$ cat src/rtl/fft_pkg.sv
// Shared types and helpers for the FFT front end: sizing defaults, loader
// state encoding and the bit-reversal used to scatter natural-order samples.
package fft_pkg;

  localparam int BIT_WIDTH_DEF = 16;
  localparam int N_POINT_DEF   = 64;
  localparam int LOG2N_DEF     = 6;

  typedef enum logic {
    LOAD  = 1'b0,
    DRAIN = 1'b1
  } state_e;

  // Reverses the low log2n bits of k; bits at and above log2n come back as 0.
  function automatic logic [31:0] bitrev(input logic [31:0] k, input int log2n);
    logic [31:0] r;
    r = '0;
    for (int i = 0; i < 32; i++) begin
      if (i < log2n) r[i] = k[log2n-1-i];
    end
    return r;
  endfunction

endpackage

$ cat src/rtl/fft_pair_bank.sv
// Dual-bank sample store: one write port addressed by the bit-reversed index,
// and a combinational read of the same row from both banks.
module fft_pair_bank
  import fft_pkg::*;
#(
  parameter int bit_width = BIT_WIDTH_DEF,
  parameter int LOG2N     = LOG2N_DEF
) (
  input  logic                   clk,
  input  logic                   we,
  input  logic [LOG2N-1:0]       wr_addr,
  input  logic [bit_width-1:0]   wr_re,
  input  logic [bit_width-1:0]   wr_im,
  input  logic [LOG2N-2:0]       rd_row,
  output logic [2*bit_width-1:0] even_word,
  output logic [2*bit_width-1:0] odd_word
);

  localparam int HALF = 2 ** (LOG2N - 1);

  logic [2*bit_width-1:0] even_mem [HALF];
  logic [2*bit_width-1:0] odd_mem  [HALF];

  // Bit 0 of the reversed address picks the bank, the rest is the row.
  always_ff @(posedge clk) begin
    if (we && !wr_addr[0]) even_mem[wr_addr[LOG2N-1:1]] <= {wr_re, wr_im};
    if (we &&  wr_addr[0]) odd_mem[wr_addr[LOG2N-1:1]]  <= {wr_re, wr_im};
  end

  assign even_word = even_mem[rd_row];
  assign odd_word  = odd_mem[rd_row];

endmodule

$ cat src/rtl/fft_bitrev_loader.sv
// Collects one natural-order frame into bit-reversed storage, then streams the
// first-stage butterfly operand pairs (x[2p], x[2p+1]) downstream.
module fft_bitrev_loader
  import fft_pkg::*;
#(
  parameter int bit_width = BIT_WIDTH_DEF,
  parameter int N_POINT   = N_POINT_DEF,
  parameter int LOG2N     = LOG2N_DEF
) (
  input  logic                        clk,
  input  logic                        rst_n,
  input  logic                        in_valid,
  output logic                        in_ready,
  input  logic signed [bit_width-1:0] in_re,
  input  logic signed [bit_width-1:0] in_im,
  output logic                        out_valid,
  input  logic                        out_ready,
  output logic signed [bit_width-1:0] Re_o1,
  output logic signed [bit_width-1:0] Im_o1,
  output logic signed [bit_width-1:0] Re_o2,
  output logic signed [bit_width-1:0] Im_o2,
  output logic [LOG2N-2:0]            pair_idx,
  output logic                        frame_done
);

  if (N_POINT < 4 || (2 ** LOG2N) != N_POINT) begin : g_bad_param
    $error("fft_bitrev_loader: N_POINT must equal 2**LOG2N and be at least 4");
  end

  localparam int HALF = N_POINT / 2;
  localparam logic [LOG2N-1:0] K_LAST    = LOG2N'(N_POINT - 1);
  localparam logic [LOG2N-2:0] PAIR_LAST = (LOG2N-1)'(HALF - 1);

  // Handshakes: a transfer happens on a rising edge where valid and ready are
  // both 1; valid never depends on ready, and data holds while valid & !ready.
  state_e state, next_state;
  logic [LOG2N-1:0]       k;
  logic [LOG2N-1:0]       p;
  logic [LOG2N-1:0]       wr_addr;
  logic [2*bit_width-1:0] even_word, odd_word;
  logic                   in_fire, out_fire, load_out, last_fire;

  assign in_ready = rst_n && (state == LOAD);
  assign wr_addr  = LOG2N'(bitrev(32'(k), LOG2N));

  fft_pair_bank #(.bit_width(bit_width), .LOG2N(LOG2N)) u_bank (
    .clk       (clk),
    .we        (in_fire),
    .wr_addr   (wr_addr),
    .wr_re     (in_re),
    .wr_im     (in_im),
    .rd_row    (p[LOG2N-2:0]),
    .even_word (even_word),
    .odd_word  (odd_word)
  );

  always_ff @(posedge clk or negedge rst_n) begin
    if (!rst_n) state <= LOAD;
    else        state <= next_state;
  end

  always_comb begin
    next_state = state;
    in_fire    = 1'b0;
    load_out   = 1'b0;
    last_fire  = 1'b0;
    out_fire   = out_valid && out_ready;
    unique case (state)
      LOAD: begin
        in_fire = in_valid;
        if (in_valid && k == K_LAST) next_state = DRAIN;
      end
      DRAIN: begin
        // p reaching HALF (top bit set) means every pair has been issued.
        load_out  = (!out_valid || out_ready) && !p[LOG2N-1];
        last_fire = out_fire && pair_idx == PAIR_LAST;
        if (last_fire) next_state = LOAD;
      end
      default: next_state = LOAD;
    endcase
  end

  always_ff @(posedge clk or negedge rst_n) begin
    if (!rst_n) begin
      k          <= '0;
      p          <= '0;
      out_valid  <= 1'b0;
      frame_done <= 1'b0;
      Re_o1      <= '0;
      Im_o1      <= '0;
      Re_o2      <= '0;
      Im_o2      <= '0;
      pair_idx   <= '0;
    end else begin
      frame_done <= last_fire;
      // k wraps to 0 on the last sample because N_POINT is a power of two.
      if (in_fire) k <= k + 1'b1;
      if (load_out) begin
        {Re_o1, Im_o1} <= even_word;
        {Re_o2, Im_o2} <= odd_word;
        pair_idx       <= p[LOG2N-2:0];
        out_valid      <= 1'b1;
        p              <= p + 1'b1;
      end else if (last_fire) begin
        out_valid <= 1'b0;
        p         <= '0;
      end else if (out_fire) begin
        out_valid <= 1'b0;
      end
    end
  end

endmodule

$ cat config.mk
export PLATFORM = sky130hd
export DESIGN_NAME = fft_bitrev_loader
export DESIGN_NICKNAME = d
export VERILOG_FILES = /design/src/rtl/fft_pkg.sv /design/src/rtl/fft_pair_bank.sv /design/src/rtl/fft_bitrev_loader.sv
export SDC_FILE = /design/constraint.sdc
export NUM_CORES = 2
export LEC_CHECK = 0
export BUFFER_PORTS_ARGS = -buffer_cell sky130_fd_sc_hd__buf_2
export CAP_MARGIN = 5
export CORE_MARGIN = 1.5
export CORE_UTILIZATION = 30
export DETAILED_ROUTE_END_ITERATION = 10
export PLACE_DENSITY = 0.52
export REMOVE_ABC_BUFFERS = 1
export SKIP_LAST_GASP = 1
export SYNTH_ARGS = -nofsm -noshare
export SYNTH_HDL_FRONTEND = slang
export SYNTH_SLANG_ARGS = --single-unit
$ cat constraint.sdc
create_clock -name clk -period 3.8 [get_ports clk]
set_clock_uncertainty 0.05 [all_clocks]
set_input_delay 0.76 -clock clk [delete_from_list [all_inputs] [get_ports clk]]
set_output_delay 0.76 -clock clk [all_outputs]
set_load 0.02 [all_outputs]
==> impl_metrics.csv <==
group,metric,value,unit
pwr,power.density,515,nW/µm²
pwr,p_comb_share,4.1,%
critical_path,cp_max_fo,49,
synth,yosysUniqueCellTypes,38,
finish,instances_no_fill,7989,
pwr,power,48.7,mW
sta,fin_tns_setup,0,ns
pwr,p_clk_share,40.9,%
finish,final_cell_mix,"edfxtp_1, mux2i_1, mux4_2, a22oi_1, clkbuf_16",
global_routing,grt_pass1_wl,305000,µm
synth,synth_edf_count,2048,
sta,setup_slack,0.585,ns
finish,final_util,35.2,%
pwr,p_leak,28.8,nW
placed_design,placed_area,88000,µm²
global_routing,overflow,0,
global_routing,grt_pass1_vias,40200,
run_status,status,"finished, final reports clean",
finish,drive_gt1_share,21.8,%
synth,ys_warn_count,0,
global_routing,grt_max_degree,91,
synth,yosysSeqAreaShare,78.5,%
finish,fillers,24900,
route,num_vias,40100,
sta,finalHoldViolCount,0,
placed_design,io_buffers,107,
sta,period_needed,3.22,ns
synth,async_flop_share,3.94,%
die,start_util,30.2,%
min_path,hold_path_class,"primary input to register",
critical_path,end_kind,"register",
pwr,p_int,38.4,mW
critical_path,critPathArrivalTime,3.86,ns
pwr,swShare,21.1,%
route,wl,216000,µm
sta,holdWs,0.131,ns
clock_tree,clockRootBuffer,"clkbuf_16",
placed_design,post-place-ws,0.584,ns
sta,tightest_slew,1.22,ns
placed_design,gp_congestion,0.764,
clock_tree,cts_hold_buf,1,
route,first_iter_violations,4197,
die,num_rows,190,
finish,area_growth,16.6,%
global_routing,grt.total_usage,15.5,%
die,ioPinCount,108,
synth,postSynthAreaPerCell,20.6,µm²
finish,fin_area,94500,µm²
clock_tree,clock_path_buffers,4,
route,route.detailed.drc,0,
sta,slew_headroom,18.9,%
critical_path,crit_path_max_incr_delay,0.87,ns
placed_design,dp.cells,7609,
finish,nets,4308,
sta,fmax,0.311,GHz
die,dieArea,273000,µm²
die,fp.dieW,523,µm
placed_design,hpwl,124000,µm
clock_tree,cts_resized,0,
synth,synth_cells,3938,
sta,setup_viol,0,
pwr,p_sw,10.3,mW
critical_path,crit_chain,"buf_12, mux4_2, a22o_1, o21ai_0, buf_4, nand3_1",
sta,rsz0062_at_grt,"false",
route,vias_per_cell,5.02,
sta,drv_slew,0,
route,wl_per_cell,27.0,µm
clock_tree,clkTransAtPathRegs,0.07,ns
pwr,seq_power_share,55.0,%
critical_path,crit_slowest_cell,"dfrtp_4",
clock_tree,clk_latency,0.84,ns
clock_tree,cts.htree.levels,4,
route,firstDrtPassIters,6,
synth,ys_ff_latch,2132,
pwr,ir_worst_vdd,0.312,mV
finish,multi_input_area,16800,µm²
clock_tree,cts_tree,"done",
sta,period_share,84.6,%
finish,final_common_cell,"edfxtp_1",
critical_path,required,4.45,ns
critical_path,cp-start-kind,"register",
clock_tree,cts_buffers,205,
route,drtAntennaViolNets,0,
global_routing,antenna_found_initial,17,
clock_tree,cts_num_sinks,2132,
clock_tree,post_cts_buffers,0,
job,cap_violations,0,
synth,ys.flop_type,"edfxtp_1",
synth,syn_area,81000,µm²
critical_path,worstSetupPathType,"register to register",
die,core_area,268000,µm²
finish,regArea,63600,µm²
die,die_y,523,µm
-- worst max-delay path, delay by kind of cell (launching register included) --
| kind | cells | cell delay [ns] |
|---|---|---|
| simple gates | 1 | 0.07 |
| flops | 1 | 0.87 |
| mux | 1 | 0.59 |
| buf+inv | 2 | 0.63 |
| compound gates | 2 | 0.74 |
-- cells by family (layout without fill, tap and decap cells) --
kind of cell | after synthesis | in the layout | share of synthesized area [%]
xor gates and xnor gates | 4 | 4 | 0.0433
AOI/OAI and AO/OA | 526 | 526 | 4.92
muxes | 765 | 765 | 13.5
adders and majority gates | 7 | 7 | 0.108
other | 0 | 10 | 0
buffers and inverters | 234 | 723 | 1.38
and+or+nand+nor | 270 | 270 | 1.52
DFF | 2132 | 2132 | 78.5
-- flip-flops by register name, indices dropped and copies added (netlist names) --
signal,count
Im_o1,16
Im_o2,16
Re_o1,16
Re_o2,16
frame_done,1
k,6
out_valid,1
p,6
pair_idx,5
state,1
u_bank.even_mem,1024
u_bank.odd_mem,1024
-- layer usage --
metal	wire (µm)	track usage (%)	vias to the layer above
li1	-	-	17100
met1	95800	21.9	21500
met2	101000	24.6	1211
met3	13500	2.60	284
met4	5110	4.17	8
met5	42	0	-
-- synth_stat cells (27+ instances only) --
cell	instances	area share (%)
buf_4	37	0.34
a22oi_1	256	2.4
dfrtp_1	84	2.6
a32oi_1	55	0.59
mux2i_1	500	6.2
edfxtp_1	2048	76
o21ai_0	57	0.35
mux4_2	262	7.3
nand2_1	53	0.25
buf_2	58	0.36
a22o_1	120	1.3
buf_1	27	0.13
nor2_1	75	0.35
nand3_1	114	0.70
clkbuf_1	102	0.47
-- power by group through the flow --
| stage | clock network [mW] | logic [mW] | registers [mW] |
|---|---|---|---|
| finish | 19.9 | 2.00 | 26.7 |
| CTS | 20.3 | 2.05 | 26.7 |
| floorplan | 0 | 0.703 | 27.2 |
| global route | 21.2 | 2.14 | 26.8 |
| detailed placement | 0 | 2.05 | 27.2 |
| global placement | 0 | 2.01 | 27.2 |
-- layout make-up --
type	count	area share [%]
antenna	10	0.0265
inverter	6	0.0238
multi-input combinational	1572	17.8
sequential	2132	67.3
timing repair buffer	348	3.27
clock buffer	283	5.98
tap	3552	4.70
clock inverter	86	0.853
-- final timing paths --
| path | cells after the start | startpoint | to | slack, ns |
|---|---|---|---|---|
| worst min register to register | 2 | pair_idx[2] | pair_idx[2] | 0.46 |
| max in group asynchronous | 3 | rst_n | Re_o2[4] | 2.18 |
| worst max register to register | 6 | p[0] | Im_o2[1] | 0.58 |
| worst min-delay path | 1 | in_im[12] | u_bank.even_mem[3][12] | 0.13 |
| min in group asynchronous | 2 | rst_n | pair_idx[3] | 0.30 |
| worst max-delay path | 6 | p[0] | Im_o2[1] | 0.58 |
Power figures use the tool's default switching activity.
